`src/rtl/branch_resolver.sv`:
```
// EX-stage branch resolver: queues fetch-side predictions in order, checks them at EX,
// raises flush/redirect on a mispredict and issues BTB update writes for direct CTIs.
module branch_resolver #(
  parameter int WORD_SIZE      = 16,
  parameter int BTB_INDEX_SIZE = 8,
  parameter int QDEPTH         = 4,
  parameter int CNT_W          = 16
) (
  input  logic                                clk,
  input  logic                                reset,
  input  logic                                stall,
  input  logic                                if_valid,
  input  logic [WORD_SIZE-1:0]                if_pc,
  input  logic [WORD_SIZE-1:0]                if_pred_pc,
  input  logic                                if_pred_hit,
  input  logic                                ex_valid,
  input  logic                                ex_is_branch,
  input  logic                                ex_taken,
  input  logic                                ex_is_jump,
  input  logic                                ex_is_jr,
  input  logic [WORD_SIZE-1:0]                ex_target,
  input  logic [WORD_SIZE-1:0]                ex_rs_value,
  output logic                                flush,
  output logic [WORD_SIZE-1:0]                redirect_pc,
  output logic                                btb_wr_en,
  output logic [BTB_INDEX_SIZE-1:0]           btb_wr_index,
  output logic [WORD_SIZE-BTB_INDEX_SIZE-1:0] btb_wr_tag,
  output logic [WORD_SIZE-1:0]                btb_wr_target,
  output logic                                q_full,
  output logic                                q_empty,
  output logic                                err_overflow,
  output logic                                err_underflow,
  output logic [CNT_W-1:0]                    branch_count,
  output logic [CNT_W-1:0]                    mispredict_count
);

  localparam int PTR_W = $clog2(QDEPTH);
  localparam int TAG_W = WORD_SIZE - BTB_INDEX_SIZE;
  localparam logic [PTR_W:0] FULL_CNT = (PTR_W+1)'(QDEPTH);

  logic [WORD_SIZE-1:0]      pcMem_q   [QDEPTH];
  logic [WORD_SIZE-1:0]      predMem_q [QDEPTH];
  logic [QDEPTH-1:0]         hitMem_q;
  logic [PTR_W-1:0]          head_q, head_d, tail_q, tail_d;
  logic [PTR_W:0]            count_q, count_d;
  logic                      flush_q, btbWr_q, errOvf_q, errUnd_q;
  logic [WORD_SIZE-1:0]      redirect_q, btbTarget_q;
  logic [BTB_INDEX_SIZE-1:0] btbIndex_q;
  logic [TAG_W-1:0]          btbTag_q;
  logic [CNT_W-1:0]          branchCnt_q, misCnt_q;

  logic [WORD_SIZE-1:0] headPc, headPred, actualPc;
  logic                 headHit, qFull, qEmpty;
  logic                 popEn, pushReq, pushEn, mispredict, kill, isCti, btbWr;

  assign qFull  = (count_q == FULL_CNT);
  assign qEmpty = (count_q == '0);

  // A pending flush blocks resolution, so a mispredict can never follow another directly.
  always_comb begin
    headPc   = pcMem_q[head_q];
    headPred = predMem_q[head_q];
    headHit  = hitMem_q[head_q];
    popEn    = ex_valid & ~qEmpty & ~flush_q;
    isCti    = ex_is_branch | ex_is_jump | ex_is_jr;
    if (ex_is_jr)
      actualPc = ex_rs_value;
    else if (ex_is_jump | (ex_is_branch & ex_taken))
      actualPc = ex_target;
    else
      actualPc = headPc + WORD_SIZE'(1);
    mispredict = popEn & (actualPc != headPred);
    kill       = mispredict | flush_q;
    pushReq    = if_valid & ~stall;
    pushEn     = pushReq & ~qFull & ~kill;
    btbWr      = popEn & (ex_is_jump | (ex_is_branch & ex_taken)) & ~ex_is_jr &
                 (~headHit | (headPred != ex_target));
    head_d     = head_q;
    tail_d     = tail_q;
    count_d    = count_q;
    if (kill) begin
      head_d  = '0;
      tail_d  = '0;
      count_d = '0;
    end else begin
      if (popEn)  head_d = head_q + PTR_W'(1);
      if (pushEn) tail_d = tail_q + PTR_W'(1);
      if (pushEn & ~popEn) count_d = count_q + (PTR_W+1)'(1);
      else if (popEn & ~pushEn) count_d = count_q - (PTR_W+1)'(1);
    end
  end

  always_ff @(posedge clk or posedge reset) begin
    if (reset) begin
      for (int i = 0; i < QDEPTH; i++) begin
        pcMem_q[i]   <= '0;
        predMem_q[i] <= '0;
      end
      hitMem_q    <= '0;
      head_q      <= '0;
      tail_q      <= '0;
      count_q     <= '0;
      flush_q     <= 1'b0;
      redirect_q  <= '0;
      btbWr_q     <= 1'b0;
      btbIndex_q  <= '0;
      btbTag_q    <= '0;
      btbTarget_q <= '0;
      errOvf_q    <= 1'b0;
      errUnd_q    <= 1'b0;
      branchCnt_q <= '0;
      misCnt_q    <= '0;
    end else begin
      if (pushEn) begin
        pcMem_q[tail_q]   <= if_pc;
        predMem_q[tail_q] <= if_pred_pc;
        hitMem_q[tail_q]  <= if_pred_hit;
      end
      head_q      <= head_d;
      tail_q      <= tail_d;
      count_q     <= count_d;
      flush_q     <= mispredict;
      redirect_q  <= mispredict ? actualPc : '0;
      btbWr_q     <= btbWr;
      btbIndex_q  <= btbWr ? headPc[BTB_INDEX_SIZE-1:0] : '0;
      btbTag_q    <= btbWr ? headPc[WORD_SIZE-1:BTB_INDEX_SIZE] : '0;
      btbTarget_q <= btbWr ? ex_target : '0;
      if (pushReq & qFull) errOvf_q <= 1'b1;
      if (ex_valid & qEmpty & ~flush_q) errUnd_q <= 1'b1;
      if (popEn & isCti & (branchCnt_q != '1)) branchCnt_q <= branchCnt_q + CNT_W'(1);
      if (mispredict & (misCnt_q != '1)) misCnt_q <= misCnt_q + CNT_W'(1);
    end
  end

  assign flush            = flush_q;
  assign redirect_pc      = redirect_q;
  assign btb_wr_en        = btbWr_q;
  assign btb_wr_index     = btbIndex_q;
  assign btb_wr_tag       = btbTag_q;
  assign btb_wr_target    = btbTarget_q;
  assign q_full           = qFull;
  assign q_empty          = qEmpty;
  assign err_overflow     = errOvf_q;
  assign err_underflow    = errUnd_q;
  assign branch_count     = branchCnt_q;
  assign mispredict_count = misCnt_q;

endmodule

```
`config.mk`:
```
export PLATFORM = sky130hd
export DESIGN_NAME = branch_resolver
export DESIGN_NICKNAME = d
export VERILOG_FILES = /design/src/rtl/branch_resolver.sv
export SDC_FILE = /design/constraint.sdc
export NUM_CORES = 1
export LEC_CHECK = 0
export BUFFER_PORTS_ARGS = -buffer_cell sky130_fd_sc_hd__buf_4
export CAP_MARGIN = 30
export CORE_ASPECT_RATIO = 2
export CORE_MARGIN = 2
export CORE_UTILIZATION = 25
export CTS_CLUSTER_DIAMETER = 60
export DETAILED_ROUTE_END_ITERATION = 12
export SYNTH_ARGS = -nofsm -noshare
export SYNTH_HDL_FRONTEND = slang
export SYNTH_SLANG_ARGS = --single-unit
```
`constraint.sdc`:
```
create_clock -name clk -period 6.1 [get_ports clk]
set_input_delay 0.305 -clock clk [delete_from_list [all_inputs] [get_ports clk]]
set_output_delay 0.305 -clock clk [all_outputs]
set_load 0.05 [all_outputs]
```
==> results of run 1 <==
## kinds of logic (layout without fill, tap and decap cells)
kind of cell,Yosys count,count (layout)
and+or+nand+nor,292,292
DFF,223,223
AOI/OAI and AO/OA,171,171
buffers and inverters,134,289
muxes,113,113
xor gates and xnor gates,62,62
adders and majority gates,8,8
other,0,1
## Yosys cell counts (8+ instances only)
master | n | area share (%)
sky130_fd_sc_hd__inv_1 | 80 | 2.6
sky130_fd_sc_hd__nor2_1 | 40 | 1.3
sky130_fd_sc_hd__xor2_1 | 11 | 0.85
sky130_fd_sc_hd__nor3_1 | 17 | 0.75
sky130_fd_sc_hd__clkbuf_1 | 18 | 0.59
sky130_fd_sc_hd__nand4_1 | 23 | 1.3
sky130_fd_sc_hd__dfrtp_1 | 223 | 49
sky130_fd_sc_hd__a211oi_1 | 13 | 0.86
sky130_fd_sc_hd__xnor2_1 | 51 | 3.9
sky130_fd_sc_hd__nand2_1 | 72 | 2.4
sky130_fd_sc_hd__buf_6 | 15 | 1.5
sky130_fd_sc_hd__nand3_1 | 26 | 1.1
sky130_fd_sc_hd__o21ai_0 | 11 | 0.48
sky130_fd_sc_hd__and2_1 | 37 | 2.0
sky130_fd_sc_hd__and3_1 | 18 | 0.99
sky130_fd_sc_hd__mux2_2 | 18 | 1.8
sky130_fd_sc_hd__mux2i_1 | 10 | 0.88
sky130_fd_sc_hd__mux4_2 | 33 | 6.5
sky130_fd_sc_hd__or3_1 | 9 | 0.50
sky130_fd_sc_hd__buf_2 | 11 | 0.48
sky130_fd_sc_hd__o22ai_1 | 70 | 3.9
sky130_fd_sc_hd__mux2_1 | 52 | 5.2
sky130_fd_sc_hd__nand2b_1 | 8 | 0.44
sky130_fd_sc_hd__a21oi_1 | 21 | 0.93
## metal layers
| layer | track usage, % | up-vias | share of wire (%) | routed length [microns] |
|---|---|---|---|---|
| met5 | 0 | - | 0.079 | 29 |
| met4 | 9.302 | 4 | 6.0 | 2198 |
| met3 | 2.523 | 98 | 5.3 | 1935 |
| met2 | 28.44 | 310 | 54 | 19760 |
| met1 | 15.72 | 4311 | 34 | 12560 |
| li1 | - | 3902 | - | - |
## critical path, delay by kind of cell (launching register included)
kind,cells,cell delay [ns]
AOI/OAI and AO/OA,2,0.83
and+or+nand+nor,6,1.87
muxes,2,0.79
DFF,1,0.82
buffers and inverters,1,0.45
adders and majority gates,1,0.22
## through the flow
| stage | total power (W) | hold WS, ns |
|---|---|---|
| final | 0.005968 | 0.02541 |
| after global placement | 0.004550 | 0.4551 |
| after floorplan | 0.003853 | 0.4336 |
| after global routing | 0.006270 | 0.02467 |
| after detailed placement | 0.004603 | 0.4602 |
| after CTS | 0.005988 | 0.006073 |
## power breakdown
part           internal (W)  total [W]  switching, W
Clock              0.000789    0.00137      0.000580
Sequential          0.00195    0.00224      0.000292
Combinational      0.000889    0.00236       0.00147
## path summary, 6_finish.rpt
kind | to | slack, ns | cells after the start
max reg2reg | pcMem_q[34] | 0.92 | 12
min reg2reg | err_overflow | 0.47 | 1
min in group asynchronous | mispredict_count[6] | 0.53 | 3
max | pcMem_q[34] | 0.92 | 12
max in group asynchronous | btb_wr_index[2] | 4.02 | 4
min | pcMem_q[49] | 0.03 | 2
## cell type report
cell class | count | area [sq um]
Clock buffer | 28 | 571.8
Antenna cell | 1 | 2.502
Sequential cell | 223 | 5582
Clock inverter | 8 | 130.1
Fill cell | 4535 | 31240
Tap cell | 560 | 700.7
Timing Repair Buffer | 173 | 1346
Multi-Input combinational cell | 646 | 5130
Inverter | 80 | 304.0
## cells in the final DEF, fill, tap and decap left out, drive strengths merged, types with 6 or more instances in the layout
master and instances:
o21ai 12, nand3 27, mux2 70, xor2 11
o22ai 70, buf 172, nor3 19, mux4 33
nand4 24, or3 9, o211ai 8, a21oi 21
o31ai 6, nand2b 8, a211oi 13, and3 18
nor4 6, xnor2 51, nand2 72, mux2i 10
dfrtp 223, and2 38, clkbuf 28, ha 7
nor2 40, inv 79
## registers in the layout, indices dropped and copies added, names as in the netlist, 2 cells and up
signal and count:
head_q 2, btb_wr_tag 8, predMem_q 64, hitMem_q 4, redirect_pc 16, btb_wr_target 16
branch_count 16, btb_wr_index 8, pcMem_q 64, count_q 3, tail_q 2, mispredict_count 16
==> impl_metrics.prom, run 1 <==
# TYPE chip_impl_metric gauge
chip_impl_info{name="outcome",value="completed"} 1
chip_impl_metric{name="maxSlewViolCount",unit=""} 0
chip_impl_metric{name="synth-xor-area-share",unit="%"} 4.780
chip_impl_info{name="synth_top_family_by_area",value="multiplexers"} 1
chip_impl_info{name="timing.critical_path.from_type",value="flip-flop"} 1
chip_impl_metric{name="detailed_place.area",unit="sq mm"} 0.01304
chip_impl_info{name="worstHoldStart",value="if_pc[1]"} 1
chip_impl_metric{name="io_pins",unit=""} 160
chip_impl_metric{name="worst-path-max-fanout",unit=""} 30
chip_impl_metric{name="cts_buffers",unit=""} 20
chip_impl_info{name="worst_hold_path_type",value="primary input to flip-flop"} 1
chip_impl_metric{name="detailedRoute.firstPassIterationCount",unit=""} 7
chip_impl_metric{name="skew",unit="ns"} 0.01679
chip_impl_metric{name="post-route-min-period",unit="ns"} 5.184
chip_impl_metric{name="synthToLayoutAreaGrowth",unit="%"} 21.18
chip_impl_metric{name="synth_fp_nets",unit=""} 1085
chip_impl_metric{name="critical_path_required",unit="ns"} 6.50
chip_impl_metric{name="cap_violations",unit=""} 0
chip_impl_info{name="timing.setup.critical_path_class",value="flip-flop to flip-flop"} 1
chip_impl_metric{name="report.final.hold_viol_count",unit=""} 0
chip_impl_metric{name="fin_ws",unit="ns"} 0.9157
chip_impl_info{name="startpoint",value="head_q[0]"} 1
chip_impl_metric{name="post_synth_instance_area",unit="sq mm"} 0.01136
chip_impl_metric{name="synth-seq-area-share",unit="%"} 49.12
chip_impl_metric{name="finalWeightedCongestion",unit=""} 0.9129
chip_impl_metric{name="detail_route.wl_per_cell",unit="microns"} 21.22
chip_impl_metric{name="synth-compound-area-share",unit="%"} 10.94
chip_impl_metric{name="die_area",unit="sq mm"} 0.04727
chip_impl_metric{name="drt_iter0_markers",unit=""} 410
chip_impl_metric{name="post_cts_buffers",unit=""} 0
chip_impl_metric{name="post_synth_inst_count",unit=""} 1003
chip_impl_metric{name="layout.cells.non_filler",unit=""} 1719
chip_impl_info{name="crit_path_top_delay_cell",value="sky130_fd_sc_hd__dfrtp_2"} 1
chip_impl_metric{name="grt_start_max_net_pins",unit=""} 186
chip_impl_metric{name="syn_avg_cell_area",unit="sq um"} 11.33
chip_impl_metric{name="place.detailed.hpwl",unit="microns"} 27380
chip_impl_metric{name="grt_pass1_wl",unit="microns"} 54900
chip_impl_metric{name="cts_hold_buf",unit=""} 1
chip_impl_metric{name="crit_arrival",unit="ns"} 5.58
chip_impl_metric{name="utilization",unit="%"} 30.59
chip_impl_metric{name="io_buffers",unit=""} 159
chip_impl_metric{name="worst_rel_slew_slack",unit="%"} 27.81
chip_impl_metric{name="global_route.usage.total",unit="%"} 15.26
chip_impl_metric{name="core_region_area",unit="sq mm"} 0.04501
chip_impl_metric{name="grt_pass1_vias",unit=""} 9013
chip_impl_metric{name="timing.final.setup_violations",unit=""} 0
chip_impl_metric{name="final_design_area_no_fill",unit="sq mm"} 0.01377
chip_impl_metric{name="drcViolationCount",unit=""} 0
chip_impl_metric{name="dp_cells",unit=""} 1680
chip_impl_info{name="yosys_most_used_dff",value="sky130_fd_sc_hd__dfrtp_1"} 1
chip_impl_metric{name="detailroute.via_count",unit=""} 8625
chip_impl_info{name="worst_r2r_startpoint",value="head_q[0]"} 1
chip_impl_metric{name="maxClockFrequency",unit="MHz"} 192.9
chip_impl_metric{name="synth.area.mux_share",unit="%"} 14.36
chip_impl_metric{name="p_per_area",unit="mW/mm^2"} 433.5
chip_impl_metric{name="avgViaCountPerCell",unit=""} 5.017
chip_impl_metric{name="start_util",unit="%"} 25.24
chip_impl_metric{name="floorplan.rows",unit=""} 110
chip_impl_metric{name="cts.clk_slew.worst_paths",unit="ns"} 0.07
chip_impl_metric{name="post-place-ws",unit="ns"} 0.9494
chip_impl_metric{name="cts-root-to-sink-buffers",unit=""} 3
chip_impl_metric{name="synth-seq-cells",unit=""} 223
chip_impl_metric{name="drt.antenna.violating_nets",unit=""} 0
chip_impl_metric{name="tightestPinTransition",unit="ns"} 1.083
chip_impl_metric{name="yosys.area_share.simple",unit="%"} 14.09
chip_impl_metric{name="global_route.overflow_total",unit=""} 0
chip_impl_metric{name="power_leakage",unit="nW"} 6.198
chip_impl_metric{name="timing.final.crit_share",unit="%"} 84.99
chip_impl_metric{name="clock-sinks",unit=""} 223
chip_impl_metric{name="post_cts_resize_count",unit=""} 0
chip_impl_metric{name="critPathMaxStageDelay",unit="ns"} 0.82
chip_impl_metric{name="post_route_cells_drive_above_1_share",unit="%"} 24.27
chip_impl_info{name="timing.critical_path.mode_cell",value="sky130_fd_sc_hd__nor3_1"} 1
chip_impl_metric{name="postSynth.asyncResetShare",unit="%"} 100.0
chip_impl_metric{name="synthesized_area_fraction_occupied_by_adder_cells",unit="%"} 0.9471
chip_impl_metric{name="nets",unit=""} 1226
chip_impl_info{name="clock-root-buffer",value="sky130_fd_sc_hd__clkbuf_16"} 1
chip_impl_metric{name="ys_warn_count",unit=""} 0
chip_impl_info{name="cts_tree",value="built"} 1
chip_impl_metric{name="worst_ir_drop_vdd",unit="uV"} 181.1
chip_impl_metric{name="die_w",unit="microns"} 154.7
chip_impl_metric{name="wirelength",unit="microns"} 36480
chip_impl_metric{name="die_h",unit="microns"} 305.5
chip_impl_info{name="setup_repair_after_global_routing_missed_its_margin",value="no"} 1
chip_impl_metric{name="number_of_antenna_violations_at_the_first_check_in_global_routing",unit=""} 2
chip_impl_info{name="crit_path_cells",value="mux4_2 > ha_1 > nand2_1 > o22ai_1 > nand4_1 > nor3_1 > nor3_1 > nor4_1 > nand3_4 > o31ai_4 > buf_4 > mux2_1"} 1
chip_impl_metric{name="setup-tns-final",unit="ns"} 0
chip_impl_metric{name="yosys.cell_types.count",unit=""} 75
chip_impl_metric{name="synth-edff-count",unit=""} 0
chip_impl_info{name="crit_path_end_kind",value="flip-flop"} 1
chip_impl_metric{name="clock_tree.htree_level_count",unit=""} 1
chip_impl_metric{name="insertion_delay",unit="ns"} 0.52
Power figures use the tool's default switching activity.
==> inputs of run 2 (changes only) <==
ABC_AREA = 1   (was unset)
clock period = 5.15 ns   (was 6.1 ns; I/O delays follow)
==> run 2 against run 1 <==
First-iteration DRC count grew 7.8%. Critical path depth grew 13. Clock power grew 37%. Synthesized area shrank 3.1%. Worst setup slack lost 0.19 ns. Die area shrank 3.0%. Critical endpoint is now pcMem_q[27]. Sequential cell count is the same. Sequential share of layout area grew 0.20 points. Non-clock buffer count grew 23. Fmax grew 17%. Register-to-register slack lost 0.19 ns. Final area shrank 0.50%. Highest routed layer is now met4.
==> impl_metrics.prom, run 2 <==
# TYPE chip_impl_metric gauge
chip_impl_metric{name="net-switching-power",unit="W"} 0.003610
chip_impl_metric{name="synth_fp_nets",unit=""} 1442
chip_impl_metric{name="synthToLayoutAreaGrowth",unit="%"} 24.44
chip_impl_metric{name="timing.final.crit_share",unit="%"} 85.85
chip_impl_metric{name="tightestPinTransition",unit="ns"} 0.9268
chip_impl_metric{name="antenna-diode-count",unit=""} 0
chip_impl_info{name="most_numerous_cell_in_the_yosys_netlist",value="sky130_fd_sc_hd__nand2_1"} 1
chip_impl_metric{name="wirelength",unit="microns"} 34260
chip_impl_info{name="cts_tree",value="built"} 1
chip_impl_info{name="worst_hold_path_type",value="primary input to flip-flop"} 1
chip_impl_metric{name="global_route.overflow_total",unit=""} 0
chip_impl_metric{name="die_h",unit="microns"} 300.8
chip_impl_metric{name="synth-seq-area-share",unit="%"} 50.69
chip_impl_metric{name="yosys.cell_types.count",unit=""} 40
chip_impl_metric{name="detailroute.via_count",unit=""} 9576
chip_impl_info{name="yosys-top-cells-count",value="sky130_fd_sc_hd__nand2_1 (427), sky130_fd_sc_hd__dfrtp_1 (223), sky130_fd_sc_hd__inv_1 (126)"} 1
chip_impl_metric{name="post_synth_instance_area",unit="sq mm"} 0.01101
chip_impl_metric{name="grt_start_max_net_pins",unit=""} 145
chip_impl_metric{name="place.detailed.hpwl",unit="microns"} 25410
chip_impl_metric{name="grt_pass1_vias",unit=""} 9834
chip_impl_metric{name="grt_pass1_wl",unit="microns"} 53500
chip_impl_metric{name="ys_warn_count",unit=""} 0
chip_impl_info{name="outcome",value="completed"} 1
chip_impl_metric{name="post_route_cells_drive_above_1_share",unit="%"} 18.00
chip_impl_info{name="synthTopCellsByArea",value="sky130_fd_sc_hd__dfrtp_1 (51%), sky130_fd_sc_hd__nand2_1 (15%), sky130_fd_sc_hd__o21ai_1 (5.5%)"} 1
chip_impl_metric{name="clock_tree.htree_level_count",unit=""} 1
chip_impl_info{name="crit_path_top_delay_cell",value="sky130_fd_sc_hd__dfrtp_2"} 1
chip_impl_info{name="setup_repair_after_global_routing_missed_its_margin",value="no"} 1
chip_impl_metric{name="nets",unit=""} 1604
chip_impl_metric{name="report.final.hold_viol_count",unit=""} 0
chip_impl_metric{name="seqPwrFrac",unit="%"} 32.1
chip_impl_metric{name="postSynth.asyncResetShare",unit="%"} 100.0
chip_impl_metric{name="utilization",unit="%"} 31.58
chip_impl_metric{name="p_per_area",unit="mW/mm^2"} 592.4
chip_impl_info{name="synth.largest_area_cell",value="sky130_fd_sc_hd__dfrtp_1"} 1
chip_impl_metric{name="post_cts_buffers",unit=""} 0
chip_impl_info{name="clock-root-buffer",value="sky130_fd_sc_hd__clkbuf_16"} 1
chip_impl_metric{name="insertion_delay",unit="ns"} 0.54
chip_impl_metric{name="p_int",unit="W"} 0.004505
chip_impl_metric{name="start_util",unit="%"} 25.38
chip_impl_metric{name="core_region_area",unit="sq mm"} 0.04338
chip_impl_metric{name="cts_buffers",unit=""} 24
chip_impl_metric{name="global_route.usage.total",unit="%"} 14.72
chip_impl_info{name="largestRegisters",value="pcMem_q: 64 flops, predMem_q: 64 flops"} 1
chip_impl_info{name="timing.setup.critical_path_class",value="flip-flop to flip-flop"} 1
chip_impl_metric{name="post-route-min-period",unit="ns"} 4.421
chip_impl_metric{name="detailedRoute.firstPassIterationCount",unit=""} 5
chip_impl_metric{name="setup-tns-final",unit="ns"} 0
chip_impl_info{name="timing.critical_path.mode_cell",value="sky130_fd_sc_hd__nand2_1"} 1
chip_impl_metric{name="worst_rel_slew_slack",unit="%"} 38.08
chip_impl_metric{name="floorplan.rows",unit=""} 108
chip_impl_metric{name="detail_route.wl_per_cell",unit="microns"} 16.40
chip_impl_metric{name="die_area",unit="sq mm"} 0.04583
chip_impl_info{name="crit_path_end_kind",value="flip-flop"} 1
chip_impl_info{name="commonest_non_fill_non_tap_cells_in_the_layout",value="sky130_fd_sc_hd__nand2_1 (427), sky130_fd_sc_hd__dfrtp_1 (222), sky130_fd_sc_hd__buf_4 (175)"} 1
chip_impl_metric{name="crit_arrival",unit="ns"} 4.80
chip_impl_metric{name="post_synth_inst_count",unit=""} 1360
chip_impl_metric{name="post_cts_resize_count",unit=""} 0
chip_impl_metric{name="syn_avg_cell_area",unit="sq um"} 8.094
chip_impl_metric{name="finalWeightedCongestion",unit=""} 0.8751
chip_impl_metric{name="p_comb_share",unit="%"} 44.8
chip_impl_metric{name="cts_hold_buf",unit=""} 19
chip_impl_metric{name="synth-seq-cells",unit=""} 223
chip_impl_metric{name="proportion_of_netlist_area_held_by_the_largest_area_contributor",unit="%"} 50.69
chip_impl_metric{name="drt.antenna.violating_nets",unit=""} 0
chip_impl_metric{name="synth-edff-count",unit=""} 0
chip_impl_metric{name="maxClockFrequency",unit="MHz"} 226.2
chip_impl_metric{name="io_pins",unit=""} 160
chip_impl_info{name="yosys_most_used_dff",value="sky130_fd_sc_hd__dfrtp_1"} 1
chip_impl_metric{name="drcViolationCount",unit=""} 0
chip_impl_metric{name="p_sw_share",unit="%"} 44.48
chip_impl_metric{name="cap_violations",unit=""} 0
chip_impl_metric{name="clock-sinks",unit=""} 223
chip_impl_metric{name="maxSlewViolCount",unit=""} 0
chip_impl_metric{name="skew",unit="ns"} 0.01506
chip_impl_info{name="final_common_cell",value="sky130_fd_sc_hd__nand2_1"} 1
chip_impl_metric{name="critical_path_required",unit="ns"} 5.53
chip_impl_metric{name="power_leakage",unit="nW"} 6.866
chip_impl_metric{name="pwr-share-clk",unit="%"} 23.1
chip_impl_metric{name="timing.final.setup_violations",unit=""} 0
chip_impl_metric{name="fin_total_pwr",unit="W"} 0.008115
chip_impl_metric{name="avgViaCountPerCell",unit=""} 4.584
chip_impl_metric{name="worst_ir_drop_vdd",unit="uV"} 303.5
chip_impl_metric{name="number_of_antenna_violations_at_the_first_check_in_global_routing",unit=""} 0
chip_impl_info{name="timing.critical_path.from_type",value="flip-flop"} 1
chip_impl_metric{name="io_buffers",unit=""} 159
chip_impl_metric{name="die_w",unit="microns"} 152.4
chip_impl_metric{name="cts.clk_slew.worst_paths",unit="ns"} 0.06
chip_impl_metric{name="cts-root-to-sink-buffers",unit=""} 3
chip_impl_metric{name="critPathMaxStageDelay",unit="ns"} 0.58
chip_impl_metric{name="drt_iter0_markers",unit=""} 442
chip_impl_metric{name="worst-path-max-fanout",unit=""} 66
==> run 2: critical path: cells and delay by family, from the launching register on <==
family | cells | cell delay [ns]
adder cells (fa/ha/maj) | 1 | 0.16
AND/OR/NAND/NOR | 17 | 1.98
buffers and inverters | 5 | 1.23
flip-flops | 1 | 0.58
AO/OA/AOI/OAI | 2 | 0.31
==> run 2: per-layer routing <==
| layer | track usage [%] | vias to the layer above | wire, microns | part of all wire [%] |
|---|---|---|---|---|
| met5 | 0 | - | 0 | 0 |
| met4 | 8.611 | 0 | 2024 | 5.9 |
| met3 | 2.001 | 77 | 1562 | 4.6 |
| met2 | 27.93 | 280 | 18420 | 54 |
| met1 | 15.31 | 4564 | 12260 | 36 |
| li1 | - | 4655 | - | - |
==> run 2: kinds of logic after synthesis <==
| family | count (synthesis) | synth area share [%] |
|---|---|---|
| AOI/OAI and AO/OA | 193 | 9.491 |
| xor gates and xnor gates | 42 | 3.342 |
| adders and majority gates | 8 | 0.9775 |
| buffers and inverters | 196 | 8.286 |
| DFF | 223 | 50.69 |
| and+or+nand+nor | 698 | 27.21 |
==> run 2: power by group through the flow <==
stage	Combinational (W)	Sequential, W	Clock (W)
final	0.00363	0.00260	0.00188
after global routing	0.00400	0.00267	0.00198
after global placement	0.00356	0.00261	0
after detailed placement	0.00363	0.00263	0
after CTS	0.00365	0.00260	0.00193
after floorplan	0.00220	0.00293	0
==> run 2: cell type report <==
cell class | instances | area (sq um)
Sequential cell | 223 | 5582
Clock buffer | 33 | 685.7
Fill cell | 4583 | 29680
Timing Repair Buffer | 196 | 1544
Clock inverter | 10 | 168.9
Tap cell | 550 | 688.2
Inverter | 136 | 514.2
Multi-Input combinational cell | 941 | 4516
==> run 2: stage by stage <==
step / hold WS, ns / worst slack (ns) / std cells / instance area, sq um
2_1_floorplan: 0.3637 / 1.982 / 1360 / 11010
3_3_place_gp: 0.4593 / 0.8152 / 2027 / 12650
3_5_place_dp: 0.4697 / 0.7564 / 2027 / 12650
4_1_cts: 0.01243 / 0.7136 / 2089 / 13700
5_1_grt: 0.03670 / 0.3700 / 2089 / 13700
6_report: 0.03299 / 0.7289 / 2089 / 13700
==> run 2: path summary, 6_finish.rpt <==
path                                start            end  slack [ns]  cells after the start
setup / recovery                head_q[0]    pcMem_q[27]        0.73                     25
hold / removal             if_pred_pc[14]  predMem_q[14]        0.03                      3
setup reg to reg                head_q[0]    pcMem_q[27]        0.73                     25
hold reg to reg               pcMem_q[46]    pcMem_q[46]        0.48                      2
max in group asynchronous           reset   predMem_q[5]        3.41                      4
min in group asynchronous           reset  btb_wr_tag[1]        0.47                      3
==> inputs of run 3 (changes only) <==
CELL_PAD_IN_SITES_DETAIL_PLACEMENT = 1   (was unset)
CELL_PAD_IN_SITES_GLOBAL_PLACEMENT = 1   (was unset)
PLACE_DENSITY_LB_ADDON = 0.15   (was unset)
==> run 3 against run 2 <==
Final area fell by 0.80%. Non-clock buffer count fell by 5. Sequential power barely moved. Sequential cell count did not move. Fmax rose by 4.5%. Combinational power rose by 4%. Global-route usage rose by 2.1 points. Wire length rose by 13%. Count of clock-buffer cells in the layout rose by 2. Clock power fell by 4%. Clock skew fell by 0.0021 ns.
==> impl_metrics.prom, run 3 (synthesized netlist as in run 2, its figures left out) <==
# TYPE chip_impl_metric gauge
chip_impl_info{name="timing.critical_path.from_type",value="flip-flop"} 1
chip_impl_metric{name="seqPwrFrac",unit="%"} 31.7
chip_impl_metric{name="worst-path-max-fanout",unit=""} 32
chip_impl_metric{name="timing.final.crit_share",unit="%"} 82.13
chip_impl_metric{name="die_h",unit="microns"} 300.8
chip_impl_info{name="timing.setup.critical_path_class",value="flip-flop to flip-flop"} 1
chip_impl_metric{name="layout.cells.non_filler",unit=""} 2087
chip_impl_metric{name="drt_iter0_markers",unit=""} 358
chip_impl_info{name="startpoint",value="head_q[1]"} 1
chip_impl_metric{name="io_buffers",unit=""} 159
chip_impl_metric{name="worst_hold_slack",unit="ns"} 0.02710
chip_impl_metric{name="post_cts_buffers",unit=""} 0
chip_impl_info{name="worst_hold_path_type",value="primary input to flip-flop"} 1
chip_impl_metric{name="cts.clk_slew.worst_paths",unit="ns"} 0.06
chip_impl_metric{name="net-switching-power",unit="W"} 0.003759
chip_impl_metric{name="post_route_cells_drive_above_1_share",unit="%"} 17.92
chip_impl_metric{name="start_util",unit="%"} 25.38
chip_impl_metric{name="p_per_area",unit="mW/mm^2"} 601.1
chip_impl_metric{name="critical_path_required",unit="ns"} 5.62
chip_impl_metric{name="drcViolationCount",unit=""} 0
chip_impl_metric{name="synthToLayoutAreaGrowth",unit="%"} 23.44
chip_impl_metric{name="avgViaCountPerCell",unit=""} 4.512
chip_impl_metric{name="global_route.overflow_total",unit=""} 0
chip_impl_metric{name="utilization",unit="%"} 31.33
chip_impl_metric{name="timing.final.setup_violations",unit=""} 0
chip_impl_metric{name="dp_cells",unit=""} 2026
chip_impl_metric{name="setup-tns-final",unit="ns"} 0
chip_impl_metric{name="power_leakage",unit="nW"} 6.808
chip_impl_metric{name="clock-sinks",unit=""} 223
chip_impl_metric{name="detailedRoute.firstPassIterationCount",unit=""} 4
chip_impl_metric{name="p_int",unit="W"} 0.004409
chip_impl_metric{name="nets",unit=""} 1600
chip_impl_info{name="setup_repair_after_global_routing_missed_its_margin",value="no"} 1
chip_impl_metric{name="finalWeightedCongestion",unit=""} 0.8097
chip_impl_metric{name="place.detailed.hpwl",unit="microns"} 28360
chip_impl_metric{name="clock_tree.htree_level_count",unit=""} 1
chip_impl_info{name="worstHoldStart",value="if_pred_pc[3]"} 1
chip_impl_info{name="clock-root-buffer",value="sky130_fd_sc_hd__clkbuf_16"} 1
chip_impl_metric{name="drt.antenna.violating_nets",unit=""} 0
chip_impl_metric{name="tightestPinTransition",unit="ns"} 0.8158
chip_impl_metric{name="insertion_delay",unit="ns"} 0.54
chip_impl_info{name="cts_tree",value="built"} 1
chip_impl_metric{name="p_comb_share",unit="%"} 46.3
chip_impl_metric{name="number_of_antenna_violations_at_the_first_check_in_global_routing",unit=""} 2
chip_impl_metric{name="floorplan.rows",unit=""} 108
chip_impl_info{name="crit_path_end_kind",value="flip-flop"} 1
chip_impl_metric{name="die_w",unit="microns"} 152.4
chip_impl_metric{name="cts_buffers",unit=""} 25
chip_impl_metric{name="grt_start_max_net_pins",unit=""} 125
chip_impl_metric{name="maxSlewViolCount",unit=""} 0
chip_impl_metric{name="worst_rel_slew_slack",unit="%"} 45.62
chip_impl_metric{name="grt_pass1_vias",unit=""} 10140
chip_impl_metric{name="grt_pass1_wl",unit="microns"} 59970
chip_impl_metric{name="detail_route.wl_per_cell",unit="microns"} 18.53
chip_impl_metric{name="cts-root-to-sink-buffers",unit=""} 3
chip_impl_metric{name="skew",unit="ns"} 0.01300
chip_impl_metric{name="global_route.usage.total",unit="%"} 16.85
chip_impl_metric{name="worst_ir_drop_vdd",unit="uV"} 418.2
chip_impl_metric{name="pwr-share-clk",unit="%"} 22.0
chip_impl_metric{name="p_sw_share",unit="%"} 46.02
chip_impl_info{name="commonest_non_fill_non_tap_cells_in_the_layout",value="sky130_fd_sc_hd__nand2_1 (427), sky130_fd_sc_hd__dfrtp_1 (222), sky130_fd_sc_hd__buf_4 (175)"} 1
chip_impl_info{name="worst_r2r_startpoint",value="head_q[1]"} 1
chip_impl_info{name="largestRegisters",value="pcMem_q: 64 flops, predMem_q: 64 flops"} 1
chip_impl_info{name="final_common_cell",value="sky130_fd_sc_hd__nand2_1"} 1
chip_impl_metric{name="crit_arrival",unit="ns"} 4.70
chip_impl_metric{name="io_pins",unit=""} 160
chip_impl_metric{name="post-route-min-period",unit="ns"} 4.230
chip_impl_metric{name="report.final.hold_viol_count",unit=""} 0
chip_impl_metric{name="ff2ff_setup_slack",unit="ns"} 0.92
chip_impl_metric{name="wirelength",unit="microns"} 38670
chip_impl_metric{name="core_region_area",unit="sq mm"} 0.04338
chip_impl_info{name="outcome",value="completed"} 1
chip_impl_metric{name="cap_violations",unit=""} 0
chip_impl_metric{name="maxClockFrequency",unit="MHz"} 236.4
chip_impl_metric{name="detailroute.via_count",unit=""} 9417
chip_impl_metric{name="die_area",unit="sq mm"} 0.04583
run 3: critical path: stages (launching register included):
cell and delay [ns]:
sky130_fd_sc_hd__dfrtp_1 0.37, sky130_fd_sc_hd__buf_4 0.44, sky130_fd_sc_hd__nand3_1 0.13, sky130_fd_sc_hd__nand2_1 0.32, sky130_fd_sc_hd__inv_2 0.10, sky130_fd_sc_hd__ha_1 0.23, sky130_fd_sc_hd__inv_1 0.11, sky130_fd_sc_hd__nor2_4 0.05
sky130_fd_sc_hd__nand2_2 0.12, sky130_fd_sc_hd__nor2_2 0.06, sky130_fd_sc_hd__nand2_1 0.06, sky130_fd_sc_hd__nand3_1 0.17, sky130_fd_sc_hd__nand2_1 0.14, sky130_fd_sc_hd__nand2_1 0.08, sky130_fd_sc_hd__nand2_1 0.06, sky130_fd_sc_hd__nand2_1 0.06
sky130_fd_sc_hd__nor2_1 0.17, sky130_fd_sc_hd__nand2_1 0.08, sky130_fd_sc_hd__nor2_1 0.10, sky130_fd_sc_hd__nand3_1 0.25, sky130_fd_sc_hd__nand2_4 0.20, sky130_fd_sc_hd__buf_4 0.32, sky130_fd_sc_hd__nand2_2 0.19, sky130_fd_sc_hd__nor2_2 0.17
sky130_fd_sc_hd__nand3_1 0.10, sky130_fd_sc_hd__nand2_1 0.06
run 3: cell type report:
type / instances / area, sq um
Clock buffer: 35 / 693.2
Fill cell: 5213 / 29790
Tap cell: 550 / 688.2
Antenna cell: 2 / 5.005
Multi-Input combinational cell: 941 / 4516
Clock inverter: 9 / 106.4
Timing Repair Buffer: 191 / 1484
Inverter: 136 / 514.2
Sequential cell: 223 / 5582
run 3: power groups by stage:
stage | combinational [W] | clock [W] | sequential [W]
after floorplan | 0.00220 | 0 | 0.00293
after global placement | 0.00380 | 0 | 0.00261
after detailed placement | 0.00385 | 0 | 0.00262
after CTS | 0.00387 | 0.00187 | 0.00259
after global routing | 0.00420 | 0.00193 | 0.00266
final | 0.00378 | 0.00180 | 0.00259
run 3: layer usage:
metal  up-vias  wire, microns  global-route usage (%)
met1      4548          14340                   17.83
met2       176          21490                   33.19
met5         -              0                       0
met4         0           1605                   6.965
met3        60           1228                   2.058
li1       4633              -                       -
run 3: timing repair:
| item | CTS | global route |
|---|---|---|
| resized for setup | 0 | 0 |
| endpoints found under the hold margin | 60 | 0 |
| hold buffers | 15 | 0 |
run 3: per-stage QoR:
| stage | cell area (sq um) | worst slack (ns) | total power [W] |
|---|---|---|---|
| after floorplan | 11010 | 1.982 | 0.005130 |
| after global placement | 12630 | 0.9557 | 0.006412 |
| after detailed placement | 12630 | 0.8982 | 0.006467 |
| after CTS | 13580 | 0.8756 | 0.008333 |
| after global routing | 13590 | 0.5400 | 0.008792 |
| final | 13590 | 0.9205 | 0.008168 |
run 3: final timing paths:
| kind | to | cells past startpoint |
|---|---|---|
| worst min register to register | err_underflow | 1 |
| min in group asynchronous | redirect_pc[6] | 4 |
| worst max register to register | count_q[1] | 25 |
| worst min-delay path | predMem_q[3] | 3 |
| worst max-delay path | count_q[1] | 25 |
| max in group asynchronous | btb_wr_index[5] | 5 |
